**config.mk**
```make
export PLATFORM = sky130hd
export DESIGN_NAME = lmx_spi_loader
export DESIGN_NICKNAME = d
export VERILOG_FILES = /design/src/rtl/lmx_pkg.sv /design/src/rtl/lmx_spi_loader_if.sv /design/src/rtl/lmx_spi_shifter.sv /design/src/rtl/lmx_spi_loader.sv
export SDC_FILE = /design/constraint.sdc
export NUM_CORES = 1
export LEC_CHECK = 0
export BUFFER_PORTS_ARGS = -buffer_cell sky130_fd_sc_hd__buf_2
export CELL_PAD_IN_SITES_DETAIL_PLACEMENT = 1
export CELL_PAD_IN_SITES_GLOBAL_PLACEMENT = 2
export CORE_MARGIN = 4
export CORE_UTILIZATION = 35
export DETAILED_ROUTE_END_ITERATION = 12
export GPL_TIMING_DRIVEN = 1
export PLACE_DENSITY = 0.76
export SETUP_SLACK_MARGIN = 0.02
export SYNTH_ARGS = -nofsm -noshare
export SYNTH_HDL_FRONTEND = slang
export SYNTH_HIERARCHICAL = 1
export SYNTH_SLANG_ARGS = --single-unit
```
**constraint.sdc**
```tcl
create_clock -name i_clk -period 2.6 [get_ports i_clk]
set_input_delay 0.78 -clock i_clk [delete_from_list [all_inputs] [get_ports i_clk]]
set_output_delay 0.78 -clock i_clk [all_outputs]
set_load 0.02 [all_outputs]
```
**src/rtl/lmx_pkg.sv**
```systemverilog
// Shared constants and FSM encoding for the LMX synthesizer SPI register loader.
package lmx_pkg;

    localparam int LMX_WORD_W    = 24;
    localparam int LMX_BIT_CNT_W = 5;
    localparam int LMX_DIV_CNT_W = 8;

    localparam logic [LMX_WORD_W-1:0] LMX_SOFT_RESET_ON  = 24'h00201E;
    localparam logic [LMX_WORD_W-1:0] LMX_SOFT_RESET_OFF = 24'h00201C;

    typedef enum logic [2:0] {
        IDLE,
        ADDR,
        FETCH,
        SHIFT,
        GAP,
        FIN
    } lmx_state_e;

    function automatic logic is_last_bit(input logic [LMX_BIT_CNT_W-1:0] cnt);
        return cnt == LMX_BIT_CNT_W'(LMX_WORD_W - 1);
    endfunction

endpackage

```
**src/rtl/lmx_spi_loader_if.sv**
```systemverilog
// SPI pin bundle between the word shifter and the loader pins.
interface lmx_spi_loader_if;
    logic csb;
    logic sck;
    logic sdi;

    modport master (output csb, output sck, output sdi);
    modport slave  (input  csb, input  sck, input  sdi);
endinterface

```
**src/rtl/lmx_spi_shifter.sv**
```systemverilog
// One framed 24-bit SPI mode-0 transfer: CSB low, 24 SCK pulses MSB first, CSB high.
module lmx_spi_shifter
    import lmx_pkg::*;
#(
    parameter int CLK_DIV = 4
) (
    input  logic                  i_clk,
    input  logic                  i_rst_n,
    input  logic                  load,
    input  logic [LMX_WORD_W-1:0] word,
    output logic                  busy,
    output logic                  done,
    lmx_spi_loader_if.master      spi
);

    localparam logic [LMX_DIV_CNT_W-1:0] DIV_LAST = LMX_DIV_CNT_W'(CLK_DIV - 1);

    logic [LMX_WORD_W-1:0]    shift_reg;
    logic [LMX_DIV_CNT_W-1:0] div_reg;
    logic [LMX_BIT_CNT_W-1:0] bit_reg;
    logic                     tail_reg;
    logic                     busy_reg;
    logic                     done_reg;
    logic                     csb_reg;
    logic                     sck_reg;

    always_ff @(posedge i_clk or negedge i_rst_n) begin
        if (!i_rst_n) begin
            shift_reg <= '0;
            div_reg   <= '0;
            bit_reg   <= '0;
            tail_reg  <= 1'b0;
            busy_reg  <= 1'b0;
            done_reg  <= 1'b0;
            csb_reg   <= 1'b1;
            sck_reg   <= 1'b0;
        end else begin
            done_reg <= 1'b0;
            if (load && !busy_reg) begin
                shift_reg <= word;
                div_reg   <= '0;
                bit_reg   <= '0;
                tail_reg  <= 1'b0;
                busy_reg  <= 1'b1;
                csb_reg   <= 1'b0;
                sck_reg   <= 1'b0;
            end else if (busy_reg) begin
                if (tail_reg) begin
                    // One clk of hold after the last falling edge, then release CSB.
                    csb_reg   <= 1'b1;
                    shift_reg <= '0;
                    tail_reg  <= 1'b0;
                    busy_reg  <= 1'b0;
                    done_reg  <= 1'b1;
                end else if (div_reg == DIV_LAST) begin
                    div_reg <= '0;
                    if (!sck_reg) begin
                        sck_reg <= 1'b1;
                    end else begin
                        sck_reg <= 1'b0;
                        if (is_last_bit(bit_reg)) begin
                            tail_reg <= 1'b1;
                        end else begin
                            bit_reg   <= bit_reg + 1'b1;
                            shift_reg <= {shift_reg[LMX_WORD_W-2:0], 1'b0};
                        end
                    end
                end else begin
                    div_reg <= div_reg + 1'b1;
                end
            end
        end
    end

    // SDI is the shifter MSB so it is registered and returns to 0 when the frame ends.
    assign spi.csb = csb_reg;
    assign spi.sck = sck_reg;
    assign spi.sdi = shift_reg[LMX_WORD_W-1];
    assign busy    = busy_reg;
    assign done    = done_reg;

endmodule

```
**src/rtl/lmx_spi_loader.sv**
```systemverilog
// Streams the LMX register table (indices 0..NUM_REGS-1) out over SPI on each start request.
// Define LMX_SOFT_RESET_EN to prefix every load with the RESET=1 / RESET=0 soft-reset words.
module lmx_spi_loader
    import lmx_pkg::*;
#(
    parameter int NUM_REGS = 126,
    parameter int CLK_DIV  = 4,
    parameter int CS_GAP   = 8
) (
    input  logic                  i_clk,
    input  logic                  i_rst_n,
    input  logic                  i_start,
    output logic [7:0]            o_reg_nr,
    input  logic [LMX_WORD_W-1:0] i_lmx_reg,
    output logic                  o_spi_csb,
    output logic                  o_spi_sck,
    output logic                  o_spi_sdi,
    output logic                  o_busy,
    output logic                  o_done
);

    localparam int               GAP_W    = $clog2(CS_GAP);
    localparam logic [GAP_W-1:0] GAP_LAST = GAP_W'(CS_GAP - 1);
    localparam logic [7:0]       LAST_IDX = 8'(NUM_REGS - 1);

    lmx_state_e            state_reg;
    logic [7:0]            reg_nr_reg;
    logic [GAP_W-1:0]      gap_reg;
    logic                  busy_reg;
    logic                  done_reg;
    logic [LMX_WORD_W-1:0] fetch_word;
    logic                  pre_pending;
    logic                  sh_load;
    logic                  sh_busy;
    logic                  sh_done;

    lmx_spi_loader_if spi_bus ();

`ifdef LMX_SOFT_RESET_EN
    logic [1:0] pre_reg;
    logic       start_accept;
    logic       gap_end;

    assign start_accept = (state_reg == IDLE) && i_start;
    assign gap_end      = (state_reg == GAP) && (gap_reg == GAP_LAST);

    // pre_reg walks 0 -> 1 -> 2 across the two soft-reset frames; 2 means table words.
    always_ff @(posedge i_clk or negedge i_rst_n) begin
        if (!i_rst_n) begin
            pre_reg <= 2'd0;
        end else if (start_accept) begin
            pre_reg <= 2'd0;
        end else if (gap_end && pre_reg != 2'd2) begin
            pre_reg <= pre_reg + 2'd1;
        end
    end

    assign pre_pending = (pre_reg != 2'd2);

    always_comb begin
        fetch_word = i_lmx_reg;
        if (pre_reg == 2'd0) begin
            fetch_word = LMX_SOFT_RESET_ON;
        end else if (pre_reg == 2'd1) begin
            fetch_word = LMX_SOFT_RESET_OFF;
        end
    end
`else
    assign pre_pending = 1'b0;
    assign fetch_word  = i_lmx_reg;
`endif

    always_ff @(posedge i_clk or negedge i_rst_n) begin
        if (!i_rst_n) begin
            state_reg  <= IDLE;
            reg_nr_reg <= '0;
            gap_reg    <= '0;
            busy_reg   <= 1'b0;
            done_reg   <= 1'b0;
        end else begin
            done_reg <= 1'b0;
            case (state_reg)
                IDLE: begin
                    if (i_start) begin
                        busy_reg   <= 1'b1;
                        reg_nr_reg <= '0;
                        state_reg  <= ADDR;
                    end
                end
                ADDR: begin
                    state_reg <= FETCH;
                end
                FETCH: begin
                    state_reg <= SHIFT;
                end
                SHIFT: begin
                    if (sh_done) begin
                        gap_reg   <= '0;
                        state_reg <= GAP;
                    end
                end
                GAP: begin
                    if (gap_reg == GAP_LAST) begin
                        if (pre_pending) begin
                            state_reg <= ADDR;
                        end else if (reg_nr_reg < LAST_IDX) begin
                            reg_nr_reg <= reg_nr_reg + 8'd1;
                            state_reg  <= ADDR;
                        end else begin
                            // done is raised on entry to FIN so a start in the pulse cycle is not seen in IDLE.
                            done_reg  <= 1'b1;
                            state_reg <= FIN;
                        end
                    end else begin
                        gap_reg <= gap_reg + 1'b1;
                    end
                end
                FIN: begin
                    busy_reg  <= 1'b0;
                    state_reg <= IDLE;
                end
                default: begin
                    state_reg <= IDLE;
                end
            endcase
        end
    end

    // The shifter captures the ROM word on the FETCH clock edge.
    assign sh_load = (state_reg == FETCH) && !sh_busy;

    lmx_spi_shifter #(
        .CLK_DIV (CLK_DIV)
    ) u_shifter (
        .i_clk   (i_clk),
        .i_rst_n (i_rst_n),
        .load    (sh_load),
        .word    (fetch_word),
        .busy    (sh_busy),
        .done    (sh_done),
        .spi     (spi_bus)
    );

    assign o_spi_csb = spi_bus.csb;
    assign o_spi_sck = spi_bus.sck;
    assign o_spi_sdi = spi_bus.sdi;
    assign o_reg_nr  = reg_nr_reg;
    assign o_busy    = busy_reg;
    assign o_done    = done_reg;

endmodule

```
## Word level (Yosys, flattened, before mapping)

Index checks and enable logic that the tools add are counted.

- $add $sub $neg: 4
- Order comparisons: 1
- Equality and inequality tests: 16
- Muxes and demuxes: 53
- Reductions and logical operators: 22

Operators with widths:

| kind | number |
|---|---|
| 24-bit two-way mux | 6 |
| 8-bit two-way mux | 7 |
| 5-bit two-way mux | 6 |
| 1-bit two-way mux | 24 |
| 3-bit two-way mux | 6 |
| 8-bit by 1-bit adder with 8-bit output, second input constant | 2 |
| 8-bit case mux with 2 select lines | 1 |
| 3-bit case mux with 5 select lines | 1 |
| 2-bit nonzero test | 7 |
| 2-bit != test, second input constant | 5 |
| 3-bit equality test, second input constant | 3 |
| 3-bit AND reduction | 3 |
| 8-bit by 2-bit equality test with 1-bit output, second input constant | 1 |
| 8-bit by 7-bit < comparator with 1-bit output, second input constant | 1 |
| 4-bit AND reduction | 2 |
| 3-bit by 2-bit equality test with 1-bit output, second input constant | 2 |
| 3-bit case mux with 2 select lines | 1 |
| 2-bit AND reduction | 3 |
| 3-bit nonzero test | 2 |
| 5-bit by 1-bit adder with 5-bit output, second input constant | 1 |
| 5-bit equality test, second input constant | 1 |
| 5-bit AND reduction | 1 |
| 2-bit by 1-bit != test with 1-bit output, second input constant | 2 |
| 3-bit by 1-bit adder with 3-bit output, second input constant | 1 |
| other kinds (6) | 7 |

- Flip-flop bits (word level): 58
- Input port bits: 27
- Output and inout port bits: 13

## Depth between registers and ports, before layout

Gate-level depths: netlist (run 1).

- Depth after elaboration: 7
- Depth in mapped cells: 8
- Depth with buffers taken out: 6

## Hierarchy

The synthesis (run 1) kept the hierarchy.

Modules (own cells, without submodules):

| module | instances | cells each | area each (µm²) |
|---|---|---|---|
| lmx_spi_shifter | 1 | 220 | 2079.5 |
| lmx_spi_loader | 1 | 86 | 829.5 |

## Least setup slack after synthesis (run 1)

OpenSTA, ideal clock, no wires.

- Path type: register -> register
- Start: register state_reg[1]
- End: register u_shifter.sck_reg, in the netlist u_shifter/spi.sck
- Arrival: 1.846 ns
- Path slack: 0.630 ns
- Stages on the path, launching flop included: 8
- Cell sequence: dfrtp_1 > inv_1 > nor4_1 > nor2b_1 > buf_2 > a21oi_1 > nor2_4 > mux2_2

- Word-level cells in the longest chain between the ends: 5
- Elaborated cells on any way between the ends: 8
- Classes of those cells: eq/ne: 2; mux: 1; reduce/logical: 5

Ends and longest elaborated chain:

| item | RTL line | RTL |
|---|---|---|
| start, declared | lmx_spi_loader.sv:26 | `lmx_state_e state_reg;` |
| start signal, assigned | lmx_spi_loader.sv:75 | `state_reg <= IDLE;` |
| start signal, assigned | lmx_spi_loader.sv:87 | `state_reg <= ADDR;` |
| start signal, assigned | lmx_spi_loader.sv:91 | `state_reg <= FETCH;` |
| 3-bit by 2-bit equality test with 1-bit output (*) | lmx_spi_loader.sv:130 | `assign sh_load = (state_reg == FETCH) && !sh_busy;` |
| 1-bit logical AND (*) | lmx_spi_loader.sv:130 |  |
| named net sh_load | lmx_spi_loader.sv:33 | `logic sh_load;` |
| 1-bit logical AND (*) | lmx_spi_shifter.sv:39 | `if (load && !busy_reg) begin` |
| 2-bit != test (no line) / 2-bit nonzero test (equally long branches) | - |  |
| 3-bit AND reduction (no line) | - |  |
| end signal, assigned | lmx_spi_shifter.sv:36 | `sck_reg <= 1'b0;` |
| end signal, assigned | lmx_spi_shifter.sv:46 | `sck_reg <= 1'b0;` |
| end signal, assigned | lmx_spi_shifter.sv:58 | `sck_reg <= 1'b1;` |
| end, declared | lmx_spi_shifter.sv:25 | `logic sck_reg;` |

The timed path passes the listed nets; every way through them passes the cells marked *.
A chain may end at the register's enable or synchronous reset.

## Worst setup path after layout (run 1)

- Start: register state_reg[1]
- End: register u_shifter.shift_reg[13]

- Word-level cells in the longest chain between the ends: 5
- Elaborated cells on any way between the ends: 9
- Classes of those cells: eq/ne: 2; mux: 1; reduce/logical: 6

Ends and longest elaborated chain:

| item | RTL line | RTL |
|---|---|---|
| 3-bit by 2-bit equality test with 1-bit output (*) | lmx_spi_loader.sv:130 |  |
| 1-bit logical AND (*) | lmx_spi_loader.sv:130 |  |
| named net sh_load | lmx_spi_loader.sv:33 |  |
| 1-bit logical AND (*) | lmx_spi_shifter.sv:39 |  |
| 3-bit by 1-bit != test with 1-bit output (no line) (tied with other cells) | - |  |
| 4-bit AND reduction (no line) | - |  |
| end signal, assigned | lmx_spi_shifter.sv:40 | `shift_reg <= word;` |
| end signal, assigned | lmx_spi_shifter.sv:65 | `shift_reg <= {shift_reg[LMX_WORD_W-2:0], 1'b0};` |
| end, declared | lmx_spi_shifter.sv:18 | `logic [LMX_WORD_W-1:0] shift_reg;` |

Marks and branches as above.

==> results.json, run 1 <==
{
  "die_w_um": 99.2,
  "grt_overflow": 0,
  "seq_area_frac_synth_pct": 49.9,
  "syn_inst": 306,
  "die_h_um": 99.2,
  "ys_seq_elements": 58,
  "drtPass1Iterations": 4,
  "synth_cell_types": 41,
  "core_region_area_um2": 7890,
  "design_area_um2": 3440,
  "dpl_cell_area_um2": 3240,
  "yosysWarnings": 6,
  "syn-cell-area_um2": 2910,
  "crit_arrival_ps": 2410,
  "synth.net_count": 339,
  "status": "finished clean",
  "synth_top_area_share_pct": 49.0,
  "drv_cap": 0,
  "io_pins": 40,
  "clkTransAtPathRegs_ps": 60,
  "cts-buffers-inserted": 9,
  "grt_pass1_wl_um": 11700,
  "synth_commonest_cells": "dfrtp_1 (57), nand2_1 (41), o21ai_0 (36)",
  "clock-sinks": 58,
  "ant_nets": 0,
  "hold_viol_final": 0,
  "leakagePower_nw": 1.48,
  "crit_path_max_fanout": 31,
  "cp-start-kind": "flip-flop",
  "met2_usage_pct": 22.9,
  "rsz0062_at_grt": "false",
  "clk_latency_ps": 330,
  "via_count": 2298,
  "gr-max-usage-layer": "met2",
  "fin_nets": 380,
  "post-cts-setup-buffers": 0,
  "first_iter_violations": 56,
  "gp_routability_congestion": 0.767,
  "grt_max_degree": 55,
  "power.density_nw_per_um2": 528,
  "start_util_pct": 36.9,
  "grt_usage_pct": 14.6,
  "finalPower_mw": 1.81,
  "ys_top_cells_by_area": "dfrtp_1 (49%), o21ai_0 (6.2%), nor3b_1 (5.9%), a21oi_1 (5.5%), nand2_1 (5.3%)",
  "finClkSkew_ps": 17.0,
  "ir_worst_vdd_mv": 0.223,
  "layout-drive-gt1-share_pct": 20.2,
  "route.detailed.drc": 0,
  "syn_area_per_cell_um2": 9.51,
  "max_freq_mhz": 451,
  "antenna_found_initial": 0,
  "drt_wl_total_um": 6510,
  "n_antenna_cell": 0,
  "vias_per_cell": 5.06,
  "startpoint": "state_reg[1]",
  "use_met1_pct": 19.4,
  "fin_crit_sh_pct": 85.3,
  "grt_pass1_vias": 2421,
  "fin_tns_setup_ps": 0,
  "crit_required_ps": 2800,
  "htreeDepth": 3,
  "syn2layout_area_growth_pct": 18.1,
  "cts_resized": 0,
  "wl_per_cell_um": 14.3,
  "whs_ps": 431,
  "dpl.hpwl_um": 4540,
  "worstHoldPathType": "input pin to async pin",
  "synth-edff-count": 0,
  "synth_ff_type": "dfrtp_1",
  "io_buffer_count": 39,
  "cts_root_buffer": "clkbuf_8",
  "setup_viol": 0,
  "worst_pin_slew_ps": 709,
  "dpl_worst_slack_ps": 323,
  "finalWorstSetupSlack_ps": 383,
  "reg2reg_from": "state_reg[1]",
  "clockBufferDepth": 2,
  "cts_hold_buf": 0,
  "yosys.cell_count.top_type": "dfrtp_1",
  "maxSlewHeadroom_pct": 52.7,
  "dieArea_um2": 9830,
  "largest_register_ff_count": 24,
  "grtUsageMet3_pct": 3.58,
  "cp-end-kind": "flip-flop",
  "drv_slew": 0,
  "synth_top_cell_by_area": "dfrtp_1",
  "cts_tree": "yes",
  "fin_crit_ps": 2220,
  "num_rows": 32,
  "synthArstFlopShare_pct": 100,
  "r2r_cells": 6,
  "critical_path_class": "flip-flop to flip-flop"
}
==> per-stage QoR <==
stage | std cells | util (%)
after global routing | 454 | 43.6
after global placement | 438 | 41.1
final | 454 | 43.6
after floorplan | 306 | -
after CTS | 454 | 43.6
after detailed placement | 438 | 41.1
==> critical path, cell delays in order, from the launching register on <==
cell and delay, ps:
dfrtp_1 440, inv_1 140, nor4_1 100, mux2_2 290, a41oi_2 590, buf_4 400
o21ai_0 150
==> final timing paths <==
kind	endpoint	slack (ps)
max in group asynchronous	u_shifter/shift_reg[14]	1590
min reg2reg	u_shifter/shift_reg[7]	470
min	u_shifter/div_reg[6]	430
max	u_shifter/shift_reg[13]	380
max reg2reg	u_shifter/shift_reg[13]	380
min in group i_clk	u_shifter/shift_reg[7]	470
==> cell usage in the layout, fill, tap and decap left out, types with 3 or more instances in the layout <==
master / instances
xnor2_1: 6
o21ai_0: 36
clkinv_2: 3
buf_2: 39
nand2b_1: 4
nor2b_1: 4
nand4_1: 4
ha_1: 6
dfrtp_1: 57
nand2_1: 41
clkbuf_8: 10
nor2_1: 15
o21ai_1: 3
nand3_1: 7
a21oi_1: 32
buf_4: 4
inv_1: 11
a31oi_1: 5
or3_1: 5
nor3b_1: 23
nor4_1: 4
nor3_1: 3
==> layout make-up <==
cell class,count,area (um^2)
inverter,11,41.3
tap,102,128
timing repair buffer,45,265
multi-input combinational,222,1350
clock inverter,5,53.8
clock buffer,11,141
fill,908,4450
sequential,58,1450
==> cells by family after synthesis <==
family | after synthesis | share of synthesized area, %
simple gates | 122 | 24.1
compound gates | 83 | 15.8
flops | 58 | 49.9
buf+inv | 26 | 4.04
xor+xnor | 7 | 2.11
fa+ha+maj | 6 | 2.58
mux | 4 | 1.46
==> routing by layer <==
metal | vias up | wire length, um
met2 | 36 | 3030
met1 | 1101 | 3150
met5 | - | 0
met3 | 7 | 242
li1 | 1154 | -
met4 | 0 | 91
==> report_power, final <==
part           internal, mW  switching [mW]  total [mW]
sequential            0.917         0.00670       0.924
combinational        0.0315          0.0367      0.0682
clock                 0.466           0.355       0.821
No activity file was read; power rests on OpenSTA's default activity.
==> run 2, diff against run 1 <==
--- a/config.mk
+++ b/config.mk
@@ -12,7 +12,7 @@
 export CORE_UTILIZATION = 35
 export DETAILED_ROUTE_END_ITERATION = 12
 export GPL_TIMING_DRIVEN = 1
-export PLACE_DENSITY = 0.76
+export PLACE_DENSITY_LB_ADDON = 0.15
 export SETUP_SLACK_MARGIN = 0.02
 export SYNTH_ARGS = -nofsm -noshare
 export SYNTH_HDL_FRONTEND = slang
==> run 2 against run 1 <==
Count of clock-buffer cells in the layout grew 3. Cell count shrank 0.44%. Sequential share of layout area shrank 0.092 points. Critical endpoint is now u_shifter/shift_reg[0]. Sequential cell count is the same.
==> results.json, run 2 (synthesized netlist as in run 1, its figures left out) <==
{
  "ant_nets": 0,
  "crit_required_ps": 2820,
  "dpl_worst_slack_ps": 225,
  "io_pins": 40,
  "multi_input_area_um2": 1380,
  "p_comb_share_pct": 3.7,
  "cp-start-kind": "flip-flop",
  "power.internal_mw": 1.44,
  "hold_viol_final": 0,
  "drv_slew": 0,
  "io_buffer_count": 39,
  "final_cell_mix": "dfrtp_1 (57), nand2_1 (41), buf_2 (39), o21ai_0 (36), a21oi_1 (32)",
  "die_w_um": 99.2,
  "fin_crit_ps": 2380,
  "n_antenna_cell": 0,
  "critPathBufInv": 0,
  "crit_arrival_ps": 2590,
  "fillers": 929,
  "p_sw_share_pct": 21.6,
  "finClkSkew_ps": 9.83,
  "dpl_cell_area_um2": 3230,
  "slowest_stage": "a41oi_2",
  "grt_max_degree": 55,
  "layout_commonest_cell": "dfrtp_1",
  "layout-drive-gt1-share_pct": 19.1,
  "start_util_pct": 36.9,
  "cts-buffers-inserted": 9,
  "crit_path_max_fanout": 23,
  "fin_nets": 378,
  "syn2layout_area_growth_pct": 18.4,
  "route.detailed.drc": 0,
  "finalWorstSetupSlack_ps": 223,
  "die_h_um": 99.2,
  "power.density_nw_per_um2": 535,
  "rsz0062_at_grt": "false",
  "p_clk_share_pct": 46.1,
  "maxSlewHeadroom_pct": 22.2,
  "dpl.hpwl_um": 4490,
  "first_iter_violations": 58,
  "cp_top_family": "compound AO/OA/AOI/OAI gates",
  "clk_latency_ps": 340,
  "cp_slowest_stage_delay_ps": 720,
  "cts_root_buffer": "clkbuf_8",
  "wl_per_cell_um": 15.6,
  "clkTransAtPathRegs_ps": 70,
  "seqPwrFrac_pct": 50.2,
  "leakagePower_nw": 1.47,
  "setup_viol": 0,
  "design_area_um2": 3440,
  "grt_overflow": 0,
  "gp_routability_congestion": 0.787,
  "cts_tree": "yes",
  "clockBufferDepth": 2,
  "dieArea_um2": 9830,
  "p_sw_mw": 0.398,
  "antenna_found_initial": 0,
  "htreeDepth": 3,
  "finalPower_mw": 1.84,
  "critical_path_class": "flip-flop to flip-flop",
  "fin_tns_setup_ps": 0,
  "largest_register_ff_count": 24,
  "drtPass1Iterations": 4,
  "core_region_area_um2": 7890,
  "seq_area_um2": 1450,
  "drt_wl_total_um": 7040,
  "grt_pass1_wl_um": 11500,
  "whs_ps": 419,
  "max_freq_mhz": 421,
  "num_rows": 32,
  "cp-end-kind": "flip-flop",
  "fin_crit_sh_pct": 91.4,
  "worst_pin_slew_ps": 1170,
  "ir_worst_vdd_mv": 0.249,
  "cp_cell_sequence": "ha_1 -> nor4b_4 -> a41oi_2 -> a22o_1",
  "status": "finished clean",
  "grt_usage_pct": 14.6,
  "grt_pass1_vias": 2400,
  "via_count": 2376,
  "vias_per_cell": 5.26,
  "worstHoldPathType": "input pin to async pin",
  "drv_cap": 0,
  "clock-sinks": 58
}
run 2: changes by cell type in the layout (fill, tap and decap cells not counted):
cell and delta:
a41oi_4 +1, clkinv_4 -1, clkbuf_1 +2, buf_4 -3
clkbuf_8 +1, clkinv_2 -2
run 2: cell type report:
type / instances / area share [%]
tap: 102 / 3.71
inverter: 11 / 1.20
clock buffer: 14 / 4.72
clock inverter: 2 / 1.02
sequential: 58 / 42.2
multi-input combinational: 223 / 40.1
timing repair buffer: 42 / 7.05
run 2: final timing paths:
path,start,endpoint,slack [ps],cells after the start
setup reg to reg,u_shifter/div_reg[0],u_shifter/shift_reg[0],220,4
min in group i_clk,u_shifter/shift_reg[5],u_shifter/shift_reg[5],470,2
setup / recovery,u_shifter/div_reg[0],u_shifter/shift_reg[0],220,4
hold / removal,i_rst_n,o_reg_nr[0],420,1
max in group asynchronous,i_rst_n,u_shifter/shift_reg[12],1580,2
hold reg to reg,u_shifter/shift_reg[5],u_shifter/shift_reg[5],470,2
run 2: worst reg2reg max path, stage by stage, from the launching register on:
cell and delay [ps]:
dfrtp_1 400, ha_1 230, nor4b_4 520, a41oi_2 720
a22o_1 400
run 2: timing repair:
item,4_1_cts,5_1_grt
setup buffers,0,0
resized for setup,0,0
hold buffers,0,0
setup endpoints to repair,0,3
run 2: power groups by stage:
stage / registers (mW) / clock network, mW / logic [mW]
2_1_floorplan: 0.940 / 0 / 0.0214
3_3_place_gp: 0.941 / 0 / 0.0699
3_5_place_dp: 0.941 / 0 / 0.0719
4_1_cts: 0.925 / 0.879 / 0.0714
5_1_grt: 0.926 / 0.914 / 0.0803
6_report: 0.925 / 0.849 / 0.0688
run 2: layer usage:
metal	GRT usage (%)	vias to the layer above	routed length, um
met5	0	-	0
met4	6.62	0	77
met3	3.16	5	237
met2	22.7	45	3290
met1	19.6	1165	3440
li1	-	1161	-
run 2: through the flow:
stage	utilization, %	std cells
after floorplan	-	306
after CTS	43.4	451
after detailed placement	40.9	435
final	43.7	452
after global routing	43.7	452
after global placement	40.9	435
